[config.mk]
export PLATFORM = sky130hd
export DESIGN_NAME = qif_neuron_scheduler
export DESIGN_NICKNAME = d
export VERILOG_FILES = /design/src/rtl/qif_neuron_scheduler.sv
export SDC_FILE = /design/constraint.sdc
export NUM_CORES = 1
export LEC_CHECK = 0
export BUFFER_PORTS_ARGS = -buffer_cell sky130_fd_sc_hd__buf_2
export CAP_MARGIN = 5
export CORE_MARGIN = 2
export CORE_UTILIZATION = 30
export DETAILED_ROUTE_END_ITERATION = 7
export PLACE_DENSITY_LB_ADDON = 0.08
export SLEW_MARGIN = 25
export SYNTH_ARGS = -nofsm -noshare
export SYNTH_HDL_FRONTEND = slang
export SYNTH_SLANG_ARGS = --single-unit
[constraint.sdc]
create_clock -name clk -period 3.75 [get_ports clk]
set_input_delay 0.375 -clock clk [delete_from_list [all_inputs] [get_ports clk]]
set_output_delay 0.375 -clock clk [all_outputs]
set_load 0.02 [all_outputs]
[src/rtl/qif_neuron_scheduler.sv]
// rtl/qif_neuron_scheduler.sv - time-multiplexed QIF neuron sweep scheduler
// One shared update datapath is walked across all neurons on each prescaler tick.
module qif_neuron_scheduler #(
   parameter int          N_NEURONS    = 4,
   parameter logic [23:0] TICK_DIV     = 24'd10_000_000,
   parameter logic [7:0]  V_INIT       = 8'd0,
   parameter logic [7:0]  DONE_TIMEOUT = 8'd16
) (
   input  logic                         clk,
   input  logic                         rst_n,
   input  logic                         ena,
   input  logic                         i_wr_en,
   input  logic [$clog2(N_NEURONS)-1:0] i_wr_idx,
   input  logic [7:0]                   i_wr_data,
   input  logic [$clog2(N_NEURONS)-1:0] rd_idx,
   output logic [7:0]                   v_rd,
   output logic                         upd_start,
   output logic [$clog2(N_NEURONS)-1:0] upd_idx,
   output logic [7:0]                   upd_v,
   output logic [7:0]                   upd_i,
   input  logic                         upd_done,
   input  logic [7:0]                   upd_v_next,
   input  logic                         upd_spike,
   output logic [N_NEURONS-1:0]         spike_vec,
   output logic                         sweep_done,
   output logic                         busy,
   output logic                         overrun,
   output logic                         timeout_err
);
   localparam int IDX_W = $clog2(N_NEURONS);
   localparam logic [IDX_W-1:0] LAST_IDX = IDX_W'(N_NEURONS - 1);

   typedef enum logic [2:0] {S_IDLE, S_ISSUE, S_WAIT, S_WB, S_FIN} state_t;

   state_t               state_q, state_d;
   logic [23:0]          pre_q;
   logic                 tick;
   logic [7:0]           wait_q;
   logic [7:0]           v_q [N_NEURONS];
   logic [7:0]           i_q [N_NEURONS];
   logic [IDX_W-1:0]     idx_q, idx_nx;
   logic [7:0]           op_v_q, op_i_q, v_next_q;
   logic                 spk_q, tmo_q, timed_out;
   logic [N_NEURONS-1:0] acc_q;
   logic                 overrun_q, timeout_q;

   assign tick      = ena && (pre_q == TICK_DIV - 24'd1);
   assign idx_nx    = idx_q + IDX_W'(1);
   assign timed_out = (state_q == S_WAIT) && !upd_done && (wait_q == DONE_TIMEOUT - 8'd1);

   always_comb begin
      state_d    = state_q;
      upd_start  = 1'b0;
      sweep_done = 1'b0;
      case (state_q)
         S_IDLE:  if (tick) state_d = S_ISSUE;
         S_ISSUE: begin
            upd_start = ena;
            state_d   = S_WAIT;
         end
         S_WAIT:  if (upd_done || timed_out) state_d = S_WB;
         S_WB:    state_d = (idx_q == LAST_IDX) ? S_FIN : S_ISSUE;
         S_FIN: begin
            sweep_done = ena;
            state_d    = S_IDLE;
         end
         default: state_d = S_IDLE;
      endcase
   end

   always_ff @(posedge clk or negedge rst_n) begin
      if (!rst_n) begin
         state_q   <= S_IDLE;
         pre_q     <= '0;
         wait_q    <= '0;
         idx_q     <= '0;
         op_v_q    <= '0;
         op_i_q    <= '0;
         v_next_q  <= '0;
         spk_q     <= 1'b0;
         tmo_q     <= 1'b0;
         acc_q     <= '0;
         overrun_q <= 1'b0;
         timeout_q <= 1'b0;
         for (int n = 0; n < N_NEURONS; n++) begin
            v_q[n] <= V_INIT;
            i_q[n] <= 8'd0;
         end
      end else begin
         if (i_wr_en) i_q[i_wr_idx] <= i_wr_data;
         if (ena) begin
            state_q <= state_d;
            pre_q   <= tick ? 24'd0 : pre_q + 24'd1;
            if (tick && state_q != S_IDLE) overrun_q <= 1'b1;
            // Operands are loaded on the edge entering ISSUE, so a same-cycle current write lands afterwards.
            case (state_q)
               S_IDLE: if (tick) begin
                  idx_q  <= '0;
                  op_v_q <= v_q[0];
                  op_i_q <= i_q[0];
               end
               S_ISSUE: wait_q <= '0;
               S_WAIT: begin
                  if (upd_done) begin
                     v_next_q <= upd_v_next;
                     spk_q    <= upd_spike;
                     tmo_q    <= 1'b0;
                  end else if (timed_out) begin
                     spk_q     <= 1'b0;
                     tmo_q     <= 1'b1;
                     timeout_q <= 1'b1;
                  end else begin
                     wait_q <= wait_q + 8'd1;
                  end
               end
               S_WB: begin
                  if (!tmo_q) v_q[idx_q] <= v_next_q;
                  if (spk_q) acc_q[idx_q] <= 1'b1;
                  if (idx_q != LAST_IDX) begin
                     idx_q  <= idx_nx;
                     op_v_q <= v_q[idx_nx];
                     op_i_q <= i_q[idx_nx];
                  end
               end
               S_FIN: acc_q <= '0;
               default: ;
            endcase
         end
      end
   end

   assign v_rd        = v_q[rd_idx];
   assign upd_idx     = idx_q;
   assign upd_v       = op_v_q;
   assign upd_i       = op_i_q;
   assign spike_vec   = sweep_done ? acc_q : '0;
   assign busy        = (state_q != S_IDLE);
   assign overrun     = overrun_q;
   assign timeout_err = timeout_q;

endmodule
# Word level (Yosys, flattened, before mapping)
# Cells that the tools add are included.
# totals
reg_bits	133
inputBits	26
wordCells	119
# classes
n_addsub	3
n_lt_le_gt_ge	8
n_eq_ne	14
muxes	43
bitwise	7
reduce_logical	24
# op_table
op	n
8-bit 2-to-1 mux	14
32-bit bitwise mux	2
8-bit binary-select mux with 2-bit select	3
8-bit one-hot mux with 2 select lines	3
8-bit demux with 2-bit select	2
24-bit by 1-bit adder with 24-bit output, second input constant	1
24-bit == test, second input constant	1
24-bit 2-to-1 mux	1
3-bit AND reduction	5
3-bit greater-or-equal comparator, second input constant	4
2-bit != test, second input constant	6
2-bit inverter with 3-bit output	4
3-bit one-hot mux with 4 select lines	1
4-bit AND reduction	3
3-bit 2-to-1 mux	3
8-bit by 1-bit adder with 8-bit output, second input constant	1
8-bit by 4-bit == test with 1-bit output, second input constant	1
4-bit 2-to-1 mux	2
4-bit one-hot mux with 2 select lines	1
2-bit nonzero test	4
1-bit logical AND	7
1-bit 2-to-1 mux	7
3-bit by 2-bit == test with 1-bit output, second input constant	2
3-bit by 1-bit less-than comparator with 1-bit output, second input constant	2
other kinds (17)	19

# Longest topological paths before layout
# Gate-level depths: netlist of the first run.
# depth
depth_word	7
mapped_depth	10

# Worst setup path before layout of the first run
# No wires, ideal clock.
# synth_path
path_type	reg2reg
from	register idx_q[0], in the netlist upd_idx[0]
to	register op_i_q[7], in the netlist upd_i[7]
arrival_time_ns	2.527
required_time_ns	3.623
path_slack_ns	1.096
stages_incl_launch_ff	11
n_path_buf	4
cell_sequence	dfrtp_1 -> clkbuf_1 -> inv_1 -> clkbuf_1 -> ha_1 -> clkbuf_1 -> buf_1 -> o21ai_0 -> o21ai_0 -> o21ai_0 -> mux2_1
# synth_between
elab_chain_len	7
# synth_lines
item	line	text
start: declaration	41	logic [IDX_W-1:0] idx_q, idx_nx;
start signal: assignment	120	idx_q <= idx_nx;
2-bit by 1-bit adder with 2-bit output	48	assign idx_nx = idx_q + IDX_W'(1);
2-bit inverter with 3-bit output (not written as such)	122	op_i_q <= i_q[idx_nx];
8-bit binary-select mux with 2-bit select	122	
8-bit 2-to-1 mux (not written as such) (2 in a row)	122	
8-bit 2-to-1 mux	119	if (idx_q != LAST_IDX) begin
8-bit one-hot mux with 2 select lines	96	case (state_q)
end signal: assignment	100	op_i_q <= i_q[0];
end signal: assignment	122	
end: declaration	42	logic [7:0] op_v_q, op_i_q, v_next_q;
# Parallel ways exist; a longest one is shown, timed or not. The select of a mux whose other input is x is not followed.
# A chain may end at the register's enable or synchronous reset.

# Worst setup path in the final report of the first run
# layout_path
from	register idx_q[0], in the netlist upd_idx[0]
to	register op_v_q[5], in the netlist upd_v[5]
# layout_between
elab_chain_len	7
# layout_lines
item	line	text
2-bit by 1-bit adder with 2-bit output	48	
2-bit inverter with 3-bit output (not written as such)	121	op_v_q <= v_q[idx_nx];
8-bit binary-select mux with 2-bit select	121	
8-bit 2-to-1 mux (not written as such) (2 in a row)	121	
8-bit 2-to-1 mux	119	
8-bit one-hot mux with 2 select lines	96	
end signal: assignment	99	op_v_q <= v_q[0];
end signal: assignment	121	
end: declaration	42	
# Parallel ways exist; a longest one is shown, timed or not. The select of a mux whose other input is x is not followed.

==> qor.txt, run 1 <==
status = completed
met2 wire len = 7670 um
Initial Utilization = 30.6%
P_leak = 3.41 nW
Slew Limit Headroom = 38.0%
combinational family with the most area after synthesis = multiplexers
Worst Max-Slew Pin Slew = 0.923 ns
HPWL Detailed = 10200 um
final hold vios = 0
initial antenna violation count = 0
WS Path Type = reg -> reg
setup bufs post-CTS = 0
DRT Wirelength = 15900 um
Area Growth Syn to Fin = 18.3%
RSZ-0062 raised after global routing = false
min cycle time layout = 2.65 ns
first-pass GRT wire length = 25200 um
final instance area = 7640 um^2
Worst setup EP type = flip-flop
maxcap violations = 0
H-tree levels = 4
Metal-1 WL = 7410 um
Final ANT Viol Nets = 0
synthesized-area fraction occupied by adder cells = 1.16%
clk buf depth = 2
highest routed layer = met4
gr usage total = 14.7%
EDFF count, synth = 0
WL/cell = 17.4 um
top-area cell type share of the netlist area = 51.6%
Post-Synth XOR/XNOR Area = 3.66%
Critical Path RT = 4.04 ns
drt drc = 0
Syn Area/Cell = 11.3 um^2
Post-Synth Simple-Gate Area = 13.4%
Arr. time, crit path = 2.94 ns
P per Cell Area = 744 nW/um^2
GRT overflow = 0
hold buffers post-CTS = 0
IO buf count = 60
die area = 22700 um^2
# diodes = 0
DR vias/cell = 5.02
DIE WIDTH = 151 um
total CTS buffers = 17
met3 wire length = 629 um
Max Slew Vio Count = 0
1st-pass router iterations = 5
Core Rows = 53
TNS Setup = 0 ns
Crit Path Max Fanout = 42
Mapped Nets = 603
vias in the first global route = 4530
worst hold path class = in -> async
Yosys top cell by area = dfrtp_1
placed cell area = 7040 um^2
Synth Warn # = 0
top cells by area, synth = dfrtp_1, mux2_2, o21ai_0, mux4_2, nand2_1
CTS root buffer = clkbuf_16
Vert. Die Dim = 151 um
ys async rst share = 100%
Syn Inst Count = 571
Clock Latency Late Sink = 0.42 ns
Max rail drop VDD = 284 uV
final period utilization = 70.6%
pin count of the biggest net entering global routing = 100
post-cts resize count = 0
initial DRC count = 203
fraction of layout instances using a drive strength above 1 = 32.4%
setup violators final = 0
CTS clk-pin slew, worst paths = 0.06 ns
Num Clock Sinks = 133
ys flop type = dfrtp_1
Worst Skew = 0.0121 ns
io pins = 61
CP startpoint kind = flip-flop
core area = 21100 um^2
multiplexer share of the synthesized area = 18.1%
Seq cells post-synth = 133
Synth Area in Compound Gates = 9.46%
final layout net count = 662
routed via count = 4607
distinct cell type count after synthesis = 46
CTS tree = done
total power = 5.68 mW
Seq/Total Area, Yosys = 51.6%
GP Congestion = 0.728
Mapped Area = 6460 um^2
FMAX = 377 MHz
==> flip-flops by register name, summed over array words and instances (netlist names), 2 cells and up <==
signal,flops
acc_q,4
i_q,32
pre_q,24
state_q,3
upd_i,8
upd_idx,2
upd_v,8
v_next_q,8
v_q,32
wait_q,8
==> synth_stat cells, types with 2 or more instances <==
cell / instances
a21o_1: 3
a21oi_1: 23
a31o_2: 15
and2_1: 7
and3_1: 8
and4_1: 4
buf_2: 2
clkbuf_1: 22
dfrtp_1: 133
ha_1: 6
inv_1: 12
mux2_1: 7
mux2_2: 79
mux2i_1: 2
mux4_2: 8
nand2_1: 48
nand3_1: 16
nand3b_1: 4
nand4_1: 9
nor2_1: 39
nor2b_1: 2
nor3_1: 6
nor3b_1: 4
nor4_1: 5
nor4_4: 2
o21ai_0: 56
o221ai_1: 2
o22ai_1: 2
or4_1: 2
or4b_2: 2
xnor2_1: 20
xor2_1: 7
==> final timing paths <==
check,end,startpoint,cells past startpoint,slack [ns]
min,wait_q[3]$_DFFE_PN0P_,rst_n,1,0.03
min in group clk,v_next_q[3]$_DFFE_PN0P_,upd_v_next[3],2,0.18
max in group asynchronous,upd_v[5]$_DFFE_PN0P_,rst_n,2,2.87
min reg2reg,timeout_err$_DFFE_PN0P_,timeout_err$_DFFE_PN0P_,1,0.46
max,upd_v[5]$_DFFE_PN0P_,upd_idx[0]$_DFFE_PN0P_,7,1.10
max reg2reg,upd_v[5]$_DFFE_PN0P_,upd_idx[0]$_DFFE_PN0P_,7,1.10
==> power breakdown <==
part	switching [mW]	total (mW)	internal [mW]
registers	0.373	2.22	1.85
logic	0.933	1.76	0.824
clock network	0.650	1.71	1.06
==> final cells by class <==
class | count | area [um^2]
Timing Repair Buffer | 68 | 369
Multi-Input combinational cell | 398 | 2950
Clock buffer | 18 | 439
Fill cell | 2102 | 13500
Sequential cell | 133 | 3330
Clock inverter | 13 | 158
Inverter | 12 | 45.0
Tap cell | 275 | 344
==> cell usage in the layout, fill, tap and decap left out, types with 3 or more instances in the layout <==
cell type	instances
mux4_2	8
a21o_1	3
mux2_2	79
a21oi_1	23
inv_1	12
clkinv_2	4
clkbuf_16	17
nor4_1	5
buf_4	8
nand4_1	9
xnor2_1	20
and2_1	7
nand3_1	16
and4_1	4
clkinvlp_4	4
nand3b_1	4
o21ai_0	56
bufinv_16	3
nor3b_1	4
xor2_1	7
dfrtp_1	133
a31o_2	15
buf_2	59
ha_1	6
nor3_1	6
mux2_1	7
and3_1	8
nand2_1	48
nor2_1	39
==> worst max-delay path, stage by stage (launching register included) <==
cell and delay [ns]:
dfrtp_1 0.79, inv_1 0.14, ha_1 0.43, buf_4 0.41, o21ai_0 0.17, o21ai_0 0.16, o21ai_0 0.11, mux2_1 0.30
==> through the flow <==
step | hold slack (ns) | instances | utilization, % | worst slack [ns]
4_1_cts | 0.118 | 917 | 36.2 | 1.11
5_1_grt | 0.103 | 917 | 36.2 | 0.842
3_5_place_dp | 0.453 | 886 | 33.4 | 1.13
2_1_floorplan | 0.0794 | 571 | - | 1.10
3_3_place_gp | 0.435 | 886 | 33.4 | 1.17
6_report | 0.0333 | 917 | 36.2 | 1.10
==> logic make-up (layout without fill, tap and decap cells) <==
family                   after synthesis  after routing
adder cells (fa/ha/maj)                6              6
AO/OA/AOI/OAI                        105            105
AND/OR/NAND/NOR                      164            164
buffers and inverters                 40            111
XOR/XNOR                              27             27
multiplexers                          96             96
flip-flops                           133            133
==> metal layers <==
metal | vias to the layer above | global-route usage [%]
met3 | 18 | 3.70
met5 | - | 0
met2 | 87 | 23.5
met4 | 0 | 4.91
met1 | 2333 | 19.5
li1 | 2169 | -
Power figures use the tool's default switching activity.
==> inputs of run 2 (changes only) <==
Clock period 3.75 ns to 2.3 ns, I/O delays scaled along.
==> run 2 against run 1 <==
Clock power grew 70%. Clock skew shrank 0.00087 ns. First-iteration DRC count shrank 26%. Flip-flop and latch count is the same. Highest routed layer unchanged. Wire length grew 0.67%. Combinational power grew 73%.
==> qor.txt, run 2 (synthesis results as in run 1) <==
status = completed (unchanged)
Area Growth Syn to Fin = 21.0% (was 18.3%)
setup violators final = 0 (unchanged)
Slew Limit Headroom = 58.0% (was 38.0%)
HPWL Detailed = 10500 um (was 10200 um)
Worst setup startpoint = pre_q[16]$_DFFE_PN0P_ (was upd_idx[0]$_DFFE_PN0P_)
Core Rows = 53 (unchanged)
gr usage total = 15.2% (was 14.7%)
placed cell area = 7170 um^2 (was 7040 um^2)
CP startpoint kind = flip-flop (unchanged)
FF-to-FF setup slack = 0.20 ns (was 1.10 ns)
initial DRC count = 150 (was 203)
final hold vios = 0 (unchanged)
final instance area = 7820 um^2 (was 7640 um^2)
CTS tree = done (unchanged)
Crit Path Max Fanout = 18 (was 42)
RR Startpoint = pre_q[16]$_DFFE_PN0P_ (was upd_idx[0]$_DFFE_PN0P_)
most common cell after layout, fill and taps aside = dfrtp_1 (unchanged)
TNS Setup = 0 ns (unchanged)
Worst setup EP type = flip-flop (unchanged)
io pins = 61 (unchanged)
RSZ-0062 raised after global routing = false (unchanged)
total CTS buffers = 17 (unchanged)
biggest regs = i_q (32), v_q (32), pre_q (24) (unchanged)
Final Core Density = 37.1% (was 36.2%)
Worst Setup Slack, final = 0.201 ns (was 1.10 ns)
setup bufs post-CTS = 0 (unchanged)
drt drc = 0 (unchanged)
die area = 22700 um^2 (unchanged)
IO buf count = 60 (unchanged)
clk buf depth = 2 (unchanged)
commonest non-fill, non-tap cells in the layout = dfrtp_1, mux2_2, buf_2 (unchanged)
pin count of the biggest net entering global routing = 76 (was 100)
WS Path Type = reg -> reg (unchanged)
worst hold path class = in -> reg (was in -> async)
Initial Utilization = 30.6% (unchanged)
CTS clk-pin slew, worst paths = 0.06 ns (about the same)
H-tree levels = 4 (unchanged)
final layout net count = 676 (was 662)
DR vias/cell = 4.96 (was 5.02)
Non-Filler Instances = 932 (was 917)
1st-pass router iterations = 4 (was 5)
Critical Path RT = 2.60 ns (was 4.04 ns)
Worst Skew = 0.0112 ns (was 0.0121 ns)
Vert. Die Dim = 151 um (unchanged)
Max Slew Vio Count = 0 (unchanged)
fraction of layout instances using a drive strength above 1 = 33.8% (was 32.4%)
WL/cell = 17.2 um (was 17.4 um)
final period utilization = 91.2% (was 70.6%)
first-pass GRT wire length = 26200 um (was 25200 um)
Num Clock Sinks = 133 (unchanged)
Place WS = 0.198 ns (was 1.13 ns)
DIE WIDTH = 151 um (unchanged)
core area = 21100 um^2 (unchanged)
dpl cells = 899 (was 886)
P_leak = 3.51 nW (was 3.41 nW)
FMAX = 477 MHz (was 377 MHz)
Final ANT Viol Nets = 0 (unchanged)
WHS = 0.0383 ns (was 0.0333 ns)
total power = 9.56 mW (was 5.68 mW)
Max rail drop VDD = 709 uV (was 284 uV)
DRT Wirelength = 16000 um (was 15900 um)
CTS root buffer = clkbuf_16 (unchanged)
min cycle time layout = 2.10 ns (was 2.65 ns)
GRT overflow = 0 (unchanged)
Clock Latency Late Sink = 0.42 ns (about the same)
vias in the first global route = 4741 (was 4530)
Arr. time, crit path = 2.40 ns (was 2.94 ns)
Worst Max-Slew Pin Slew = 0.626 ns (was 0.923 ns)
initial antenna violation count = 0 (unchanged)
GP Congestion = 0.746 (was 0.728)
maxcap violations = 0 (unchanged)
Worst Min Path Start = upd_v_next[1]
routed via count = 4619 (was 4607)
P per Cell Area = 1220 nW/um^2 (was 744 nW/um^2)
# diodes = 0 (unchanged)
==> run 2: timing repair <==
action                     4_1_cts  5_1_grt
setup endpoints to repair        0        0
hold endpoints to repair        22        0
gates resized for setup          0        0
hold buffers                     1        0
==> run 2: final timing paths <==
check / to / cells after the start
setup / recovery: upd_v[1]$_DFFE_PN0P_ / 6
hold reg to reg: timeout_err$_DFFE_PN0P_ / 1
max in group asynchronous: v_q[27]$_DFFE_PN0P_ / 3
hold / removal: v_next_q[1]$_DFFE_PN0P_ / 2
setup reg to reg: upd_v[1]$_DFFE_PN0P_ / 6
min in group asynchronous: wait_q[3]$_DFFE_PN0P_ / 2
==> run 2: critical path: stages (launching register included) <==
cell     delay (ns)
dfrtp_1        0.44
nor4b_2        0.31
nand4_1        0.18
nor4_4         0.32
o21a_1         0.19
buf_12         0.19
mux2_2         0.35
==> run 2: power by group <==
group / internal (mW) / total, mW / switching, mW
registers: 3.02 / 3.60 / 0.583
clock network: 1.87 / 2.91 / 1.04
logic: 1.45 / 3.04 / 1.59
total: 6.34 / 9.56 / 3.22
==> run 2: per-layer routing <==
layer  up-vias  wire length, um  track usage [%]
li1       2203                -                -
met1      2332             7910             20.6
met2        74             7480             23.8
met3        10              483             4.03
met4         0              155             4.77
met5         -                0                0
==> run 2: cell type report <==
cell class                 count  area (um^2)
sequential                   133         3330
multi-input combinational    398         2950
clock buffer                  20          457
clock inverter                12          175
inverter                      12         45.0
tap                          275          344
timing repair buffer          82          512
fill                        2075        13300
